<file path="src/rtl/wb_arb_pkg.sv">
// Shared types and constants for the register-file write-port arbiter.
package wb_arb_pkg;

   typedef enum logic [0:0] {ARB_NORMAL, ARB_STARVED} wb_arb_state_e;

   localparam logic [3:0] REG_X0 = 4'd0;

endpackage

</file>
<file path="src/rtl/wb_starve_counter.sv">
// Saturating count of consecutive cycles the MCU has lost arbitration.
module wb_starve_counter #(
   parameter int unsigned STARVE_LIMIT = 4
) (
   input  logic clk,
   input  logic rst_n,
   input  logic inc,
   input  logic clr,
   output logic at_limit_m1
);

   localparam int unsigned CntW = $clog2(STARVE_LIMIT + 1);
   localparam logic [CntW-1:0] Limit   = CntW'(STARVE_LIMIT);
   localparam logic [CntW-1:0] LimitM1 = CntW'(STARVE_LIMIT - 1);

   logic [CntW-1:0] cnt_q, cnt_d;

   always_comb begin
      cnt_d = cnt_q;
      if (clr) begin
         cnt_d = '0;
      end else if (inc && (cnt_q != Limit)) begin
         cnt_d = cnt_q + CntW'(1);
      end
   end

   always_ff @(posedge clk or negedge rst_n) begin
      if (!rst_n) begin
         cnt_q <= '0;
      end else begin
         cnt_q <= cnt_d;
      end
   end

   assign at_limit_m1 = (cnt_q == LimitM1);

endmodule

</file>
<file path="src/rtl/wb_port_arbiter.sv">
// Arbitrates the single regfile write port between the WB stage and one multi-cycle unit.
// Define WB_PORT_ARB_PERF_EN to add the conflict_cnt performance counter.
module wb_port_arbiter
   import wb_arb_pkg::*;
#(
   parameter int unsigned STARVE_LIMIT = 4,
   parameter int unsigned DATA_W       = 32,
   parameter int unsigned REG_AW       = 4
) (
   input  logic              clk,
   input  logic              rst_n,
   input  logic              regfile_we_WB,
   input  logic              invalid_WB,
   input  logic [REG_AW-1:0] rd_WB,
   input  logic [DATA_W-1:0] rd_data_WB,
   input  logic              mcu_req,
   input  logic [REG_AW-1:0] mcu_rd,
   input  logic [DATA_W-1:0] mcu_data,
   output logic              mcu_ack,
   output logic              stall_WB,
   output logic              regfile_we,
   output logic [REG_AW-1:0] regfile_waddr,
   output logic [DATA_W-1:0] regfile_wdata
`ifdef WB_PORT_ARB_PERF_EN
   ,
   output logic [31:0]       conflict_cnt
`endif
);

   localparam logic [REG_AW-1:0] RegZero = REG_AW'(REG_X0);

   wb_arb_state_e state_q, state_d;

   logic p, m;
   logic grant_mcu, grant_pipe;
   logic cnt_inc, cnt_clr, at_limit_m1;

   always_comb begin
      p          = regfile_we_WB & ~invalid_WB & (rd_WB != RegZero);
      m          = mcu_req;
      grant_mcu  = 1'b0;
      state_d    = state_q;
      unique case (state_q)
         ARB_NORMAL: begin
            grant_mcu = m & ~p;
            if (m & ~grant_mcu & at_limit_m1) begin
               state_d = ARB_STARVED;
            end
         end
         ARB_STARVED: begin
            grant_mcu = m;
            // Leaves on the forced grant, or on an illegally dropped request.
            state_d   = ARB_NORMAL;
         end
         default: state_d = ARB_NORMAL;
      endcase
      grant_pipe = p & ~grant_mcu;
      cnt_inc    = m & ~grant_mcu;
      cnt_clr    = grant_mcu | ((state_q == ARB_STARVED) & ~m);
   end

   always_ff @(posedge clk or negedge rst_n) begin
      if (!rst_n) begin
         state_q <= ARB_NORMAL;
      end else begin
         state_q <= state_d;
      end
   end

   wb_starve_counter #(
      .STARVE_LIMIT(STARVE_LIMIT)
   ) u_starve_counter (
      .clk        (clk),
      .rst_n      (rst_n),
      .inc        (cnt_inc),
      .clr        (cnt_clr),
      .at_limit_m1(at_limit_m1)
   );

   // Gated by reset so nothing is granted while the write register is held clear.
   assign mcu_ack  = grant_mcu & rst_n;
   assign stall_WB = p & grant_mcu & rst_n;

   always_ff @(posedge clk or negedge rst_n) begin
      if (!rst_n) begin
         regfile_we    <= 1'b0;
         regfile_waddr <= '0;
         regfile_wdata <= '0;
      end else begin
         regfile_we <= grant_pipe | (grant_mcu & (mcu_rd != RegZero));
         if (grant_pipe) begin
            regfile_waddr <= rd_WB;
            regfile_wdata <= rd_data_WB;
         end else if (grant_mcu) begin
            regfile_waddr <= mcu_rd;
            regfile_wdata <= mcu_data;
         end
      end
   end

`ifdef WB_PORT_ARB_PERF_EN
   logic conflict;
   assign conflict = (p & grant_mcu) | (m & ~grant_mcu);

   always_ff @(posedge clk or negedge rst_n) begin
      if (!rst_n) begin
         conflict_cnt <= '0;
      end else if (conflict && (conflict_cnt != '1)) begin
         conflict_cnt <= conflict_cnt + 32'd1;
      end
   end
`endif

endmodule

</file>
<file path="config.mk">
export PLATFORM = sky130hd
export DESIGN_NAME = wb_port_arbiter
export DESIGN_NICKNAME = d
export VERILOG_FILES = /design/src/rtl/wb_arb_pkg.sv /design/src/rtl/wb_starve_counter.sv /design/src/rtl/wb_port_arbiter.sv
export SDC_FILE = /design/constraint.sdc
export NUM_CORES = 1
export LEC_CHECK = 0
export CORE_MARGIN = 2
export CORE_UTILIZATION = 39
export DETAILED_ROUTE_END_ITERATION = 16
export GPL_ROUTABILITY_DRIVEN = 0
export HOLD_SLACK_MARGIN = 0.12
export PLACE_DENSITY = 0.83
export SYNTH_ARGS = -nofsm -noshare
export SYNTH_HDL_FRONTEND = slang
export SYNTH_SLANG_ARGS = --single-unit
</file>
<file path="constraint.sdc">
create_clock -name clk -period 2.5 [get_ports clk]
set_input_delay 0.5 -clock clk [delete_from_list [all_inputs] [get_ports clk]]
set_output_delay 0.5 -clock clk [all_outputs]
set_load 0.05 [all_outputs]
</file>
==> results.sh, run 1 <==
export IMPL_crit_arrival_ns=1.93
export IMPL_antenna_found_initial=0
export IMPL_netlist_area_mm2=0.00245
export IMPL_core_mm2=0.00599
export IMPL_synth_warning_count=0
export IMPL_drv_cap=0
export IMPL_finalHoldViolCount=0
export IMPL_tritoncts="done"
export IMPL_cp_cell_sequence="clkdlybuf4s50_1, or3b_1, nor2_1, nor2_2, and2_1, buf_12"
export IMPL_synthDistinctLibCells=34
export IMPL_num_rows=28
export IMPL_synth_commonest_cells="dfrtp_1 (41), mux2i_1 (32), a21oi_2 (20), o32ai_2 (20), a21oi_1 (14)"
export IMPL_fin_hold_ws_ns=0.237
export IMPL_syn_num_nets=284
export IMPL_slew_headroom=0.633
export IMPL_syn_avg_cell_area_um2=12.0
export IMPL_report_final_slew_viol_count=0
export IMPL_crit_path_start_kind="input pin"
export IMPL_r2r_end="regfile_wdata[1]$_DFFE_PN0P_"
export IMPL_reg2reg_slack_ns=0.78
export IMPL_grt_pass1_wl_mm=11.1
export IMPL_dr_total_vias=2194
export IMPL_cts_buffer_depth=2
export IMPL_rsz0062_at_grt="false"
export IMPL_end_kind="output pin"
export IMPL_yosysSeqAreaShare=0.418
export IMPL_fin_skew_ns=0.00367
export IMPL_powerDensity_mw_per_mm2=566
export IMPL_netlist_area_leader_share=0.418
export IMPL_start_util=0.410
export IMPL_pwr_share_comb=0.389
export IMPL_swShare=0.349
export IMPL_portBuffers=115
export IMPL_antennaDiodeCount=0
export IMPL_status="completed"
export IMPL_first_pass_iters=4
export IMPL_clkPwrFrac=0.256
export IMPL_ir_worst_vdd_v=0.000387
export IMPL_worstPathMaxFanout=3
export IMPL_regToRegStartpoint="state_q$_DFF_PN0_"
export IMPL_period_share=0.971
export IMPL_fmax_mhz=412
export IMPL_routed_via_density=5.50
export IMPL_grt_usage=0.190
export IMPL_routed_wl_mm=6.59
export IMPL_htreeDepth=2
export IMPL_synth_seq_cells=41
export IMPL_worstPathRequired_ns=2.00
export IMPL_worst_slew_pin_slew_ns=0.549
export IMPL_cts_reportedPaths_clkPinSlew_ns=0.08
export IMPL_total_power_mw=2.20
export IMPL_drive_above_1_share=0.225
export IMPL_leakage_nw=1.62
export IMPL_synth_edf_count=0
export IMPL_power_switching_mw=0.765
export IMPL_routedWlPerCell_um=16.5
export IMPL_endpoint="mcu_ack"
export IMPL_dieArea_mm2=0.00694
export IMPL_numCtsBuffers=5
export IMPL_synth_area_leader_cell="dfrtp_1"
export IMPL_fin_crit_ns=2.43
export IMPL_grt_overflow_total=0
export IMPL_tns_ns=0
export IMPL_dp_hpwl_mm=4.74
export IMPL_max_stage_delay_ns=0.47
export IMPL_min_path_type="in2async"
export IMPL_grt_pass1_vias=2242
export IMPL_seqPwrFrac=0.355
export IMPL_synth_area_leaders="dfrtp_1 (42%), o32ai_2 (13%), mux2i_1 (13%)"
export IMPL_slowest_stage="clkdlybuf4s50_1"
export IMPL_synthFlopType="dfrtp_1"
export IMPL_die_y_um=83.3
export IMPL_cts_root_buf="clkbuf_8"
export IMPL_grt_max_degree=39
export IMPL_drt_iter0_markers=112
export IMPL_r2r_cells=6
export IMPL_p_int_mw=1.43
export IMPL_setup_violations=0
export IMPL_crit_path_start="regfile_we_WB"
export IMPL_ios=116
export IMPL_fp_dieW_um=83.3
export IMPL_synth_async_reset_ratio=1.00
export IMPL_nFillCells=459
export IMPL_fin_nets=403
export IMPL_yosysMostFrequentCell="dfrtp_1"
export IMPL_drtAntennaViolNets=0
export IMPL_holdBufCountCts=0
export IMPL_drc=0
export IMPL_syn2layout_area_growth_pct=58.1
export IMPL_cts_sinks=41
export IMPL_critPathKind="in2out"
export IMPL_syn_inst=204
export IMPL_insertion_delay_ns=0.29
-- kinds of logic after synthesis --
family                   Yosys count  synth area share
AO/OA/AOI/OAI                     77             0.311
flip-flops                        41             0.418
multiplexers                      32             0.131
AND/OR/NAND/NOR                   27            0.0638
buffers and inverters             24            0.0617
adder cells (fa/ha/maj)            3            0.0153
-- placed cells by master (no fill, tap or decap) --
cell type and instances:
clkdlybuf4s50_1 112, dfrtp_1 40, mux2i_1 32, o32ai_2 20
a21oi_2 20, a21oi_1 14, buf_4 14, o32ai_1 12
nor2_1 6, nor3_1 6, clkbuf_8 6, buf_12 5
inv_1 4, nand2_1 3, ha_1 3, and2_1 2
a211oi_1 2, o211a_1 2, a221o_1 2, nand4_1 2
nor4_4 1, or3b_1 1, nor2_2 1, nand2b_1 1
and3_1 1, or2_4 1, nor4_1 1, o22ai_1 1
nor4b_1 1, o21ai_4 1, o21ai_0 1, a22oi_1 1
o31ai_1 1, clkinvlp_4 1, bufinv_16 1, buf_2 1
dfrtp_2 1
-- power by group through the flow --
stage                     registers [mW]  logic (mW)  clock network (mW)
after floorplan                     1.05       0.234                   0
final                              0.779       0.855               0.562
after global routing               0.789       0.901               0.605
after global placement             0.789       0.845                   0
after detailed placement           0.792       0.856                   0
after CTS                          0.779       0.860               0.575
-- worst min-delay path by stage --
stage	from	to	slack [ns]	cells after the start
6_report	rst_n	regfile_we$_DFF_PN0_	0.24	2
4_1_cts	rst_n	regfile_we$_DFF_PN0_	0.24	2
3_5_place_dp	u_starve_counter.cnt_q[1]$_DFFE_PN0P_	u_starve_counter.cnt_q[1]$_DFFE_PN0P_	0.54	2
3_3_place_gp	u_starve_counter.cnt_q[1]$_DFFE_PN0P_	u_starve_counter.cnt_q[1]$_DFFE_PN0P_	0.54	2
5_1_grt	rst_n	regfile_wdata[24]$_DFFE_PN0P_	0.24	2
2_1_floorplan	rst_n	regfile_waddr[0]$_DFFE_PN0P_	0.20	0
-- flip-flops by register name, indices dropped and copies added (netlist names) --
register                cells
state_q                     1
regfile_wdata              32
regfile_waddr               4
u_starve_counter.cnt_q      3
regfile_we                  1
-- worst max-delay path, delay by kind of cell --
family | cells | cell delay (ns)
and+or+nand+nor | 4 | 0.80
buffers and inverters | 2 | 0.62
-- cell type report --
class                           instances  area, um^2  share of cell area
Timing Repair Buffer                  132        1330               0.343
Sequential cell                        41        1030               0.265
Clock inverter                          2        37.5             0.00967
Inverter                                4        15.0             0.00387
Multi-Input combinational cell        139        1290               0.333
Clock buffer                            6        82.6              0.0213
Tap cell                               75        93.8              0.0242
-- metrics by stage --
stage,area [um^2],setup slack (ns),util,instances
finish,3880,0.0724,0.648,399
global route,3880,0.0223,0.648,399
CTS,3870,0.0266,0.646,398
detailed placement,3750,0.0270,0.626,390
global placement,3750,0.0976,0.626,390
floorplan,2450,0.481,-,204
-- per-layer routing --
| layer | GRT usage | part of all wire | routed length [um] | up-vias |
|---|---|---|---|---|
| met4 | 0.0313 | 0.0035 | 23 | 0 |
| met1 | 0.236 | 0.42 | 2780 | 1067 |
| met2 | 0.327 | 0.50 | 3270 | 82 |
| met3 | 0.0636 | 0.078 | 516 | 4 |
| met5 | 0 | 0 | 0 | - |
| li1 | - | - | - | 1041 |
-- what timing repair did --
item                       4_1_cts  5_1_grt
gates resized for setup          0        1
setup endpoints to repair        0        1
buffers inserted                 0        1
Power figures use the tool's default switching activity.
==> run 2: changes to the inputs <==
--- a/config.mk
+++ b/config.mk
@@ -5,8 +5,10 @@
 export SDC_FILE = /design/constraint.sdc
 export NUM_CORES = 1
 export LEC_CHECK = 0
+export CAP_MARGIN = 30
 export CORE_MARGIN = 2
 export CORE_UTILIZATION = 39
+export CTS_BUF_LIST = sky130_fd_sc_hd__clkbuf_8
 export DETAILED_ROUTE_END_ITERATION = 16
 export GPL_ROUTABILITY_DRIVEN = 0
 export HOLD_SLACK_MARGIN = 0.12
==> results of run 2 <==
Same layout as run 1: the final DEF is identical, and so are final timing and power.
==> run 3: changes to the inputs <==
--- a/config.mk
+++ b/config.mk
@@ -5,7 +5,8 @@
 export SDC_FILE = /design/constraint.sdc
 export NUM_CORES = 1
 export LEC_CHECK = 0
-export CAP_MARGIN = 30
+export ABC_AREA = 0
+export CAP_MARGIN = 20
 export CORE_MARGIN = 2
 export CORE_UTILIZATION = 39
 export CTS_BUF_LIST = sky130_fd_sc_hd__clkbuf_8
==> results of run 3 <==
Same layout as run 1: the final DEF is identical, and so are final timing and power.
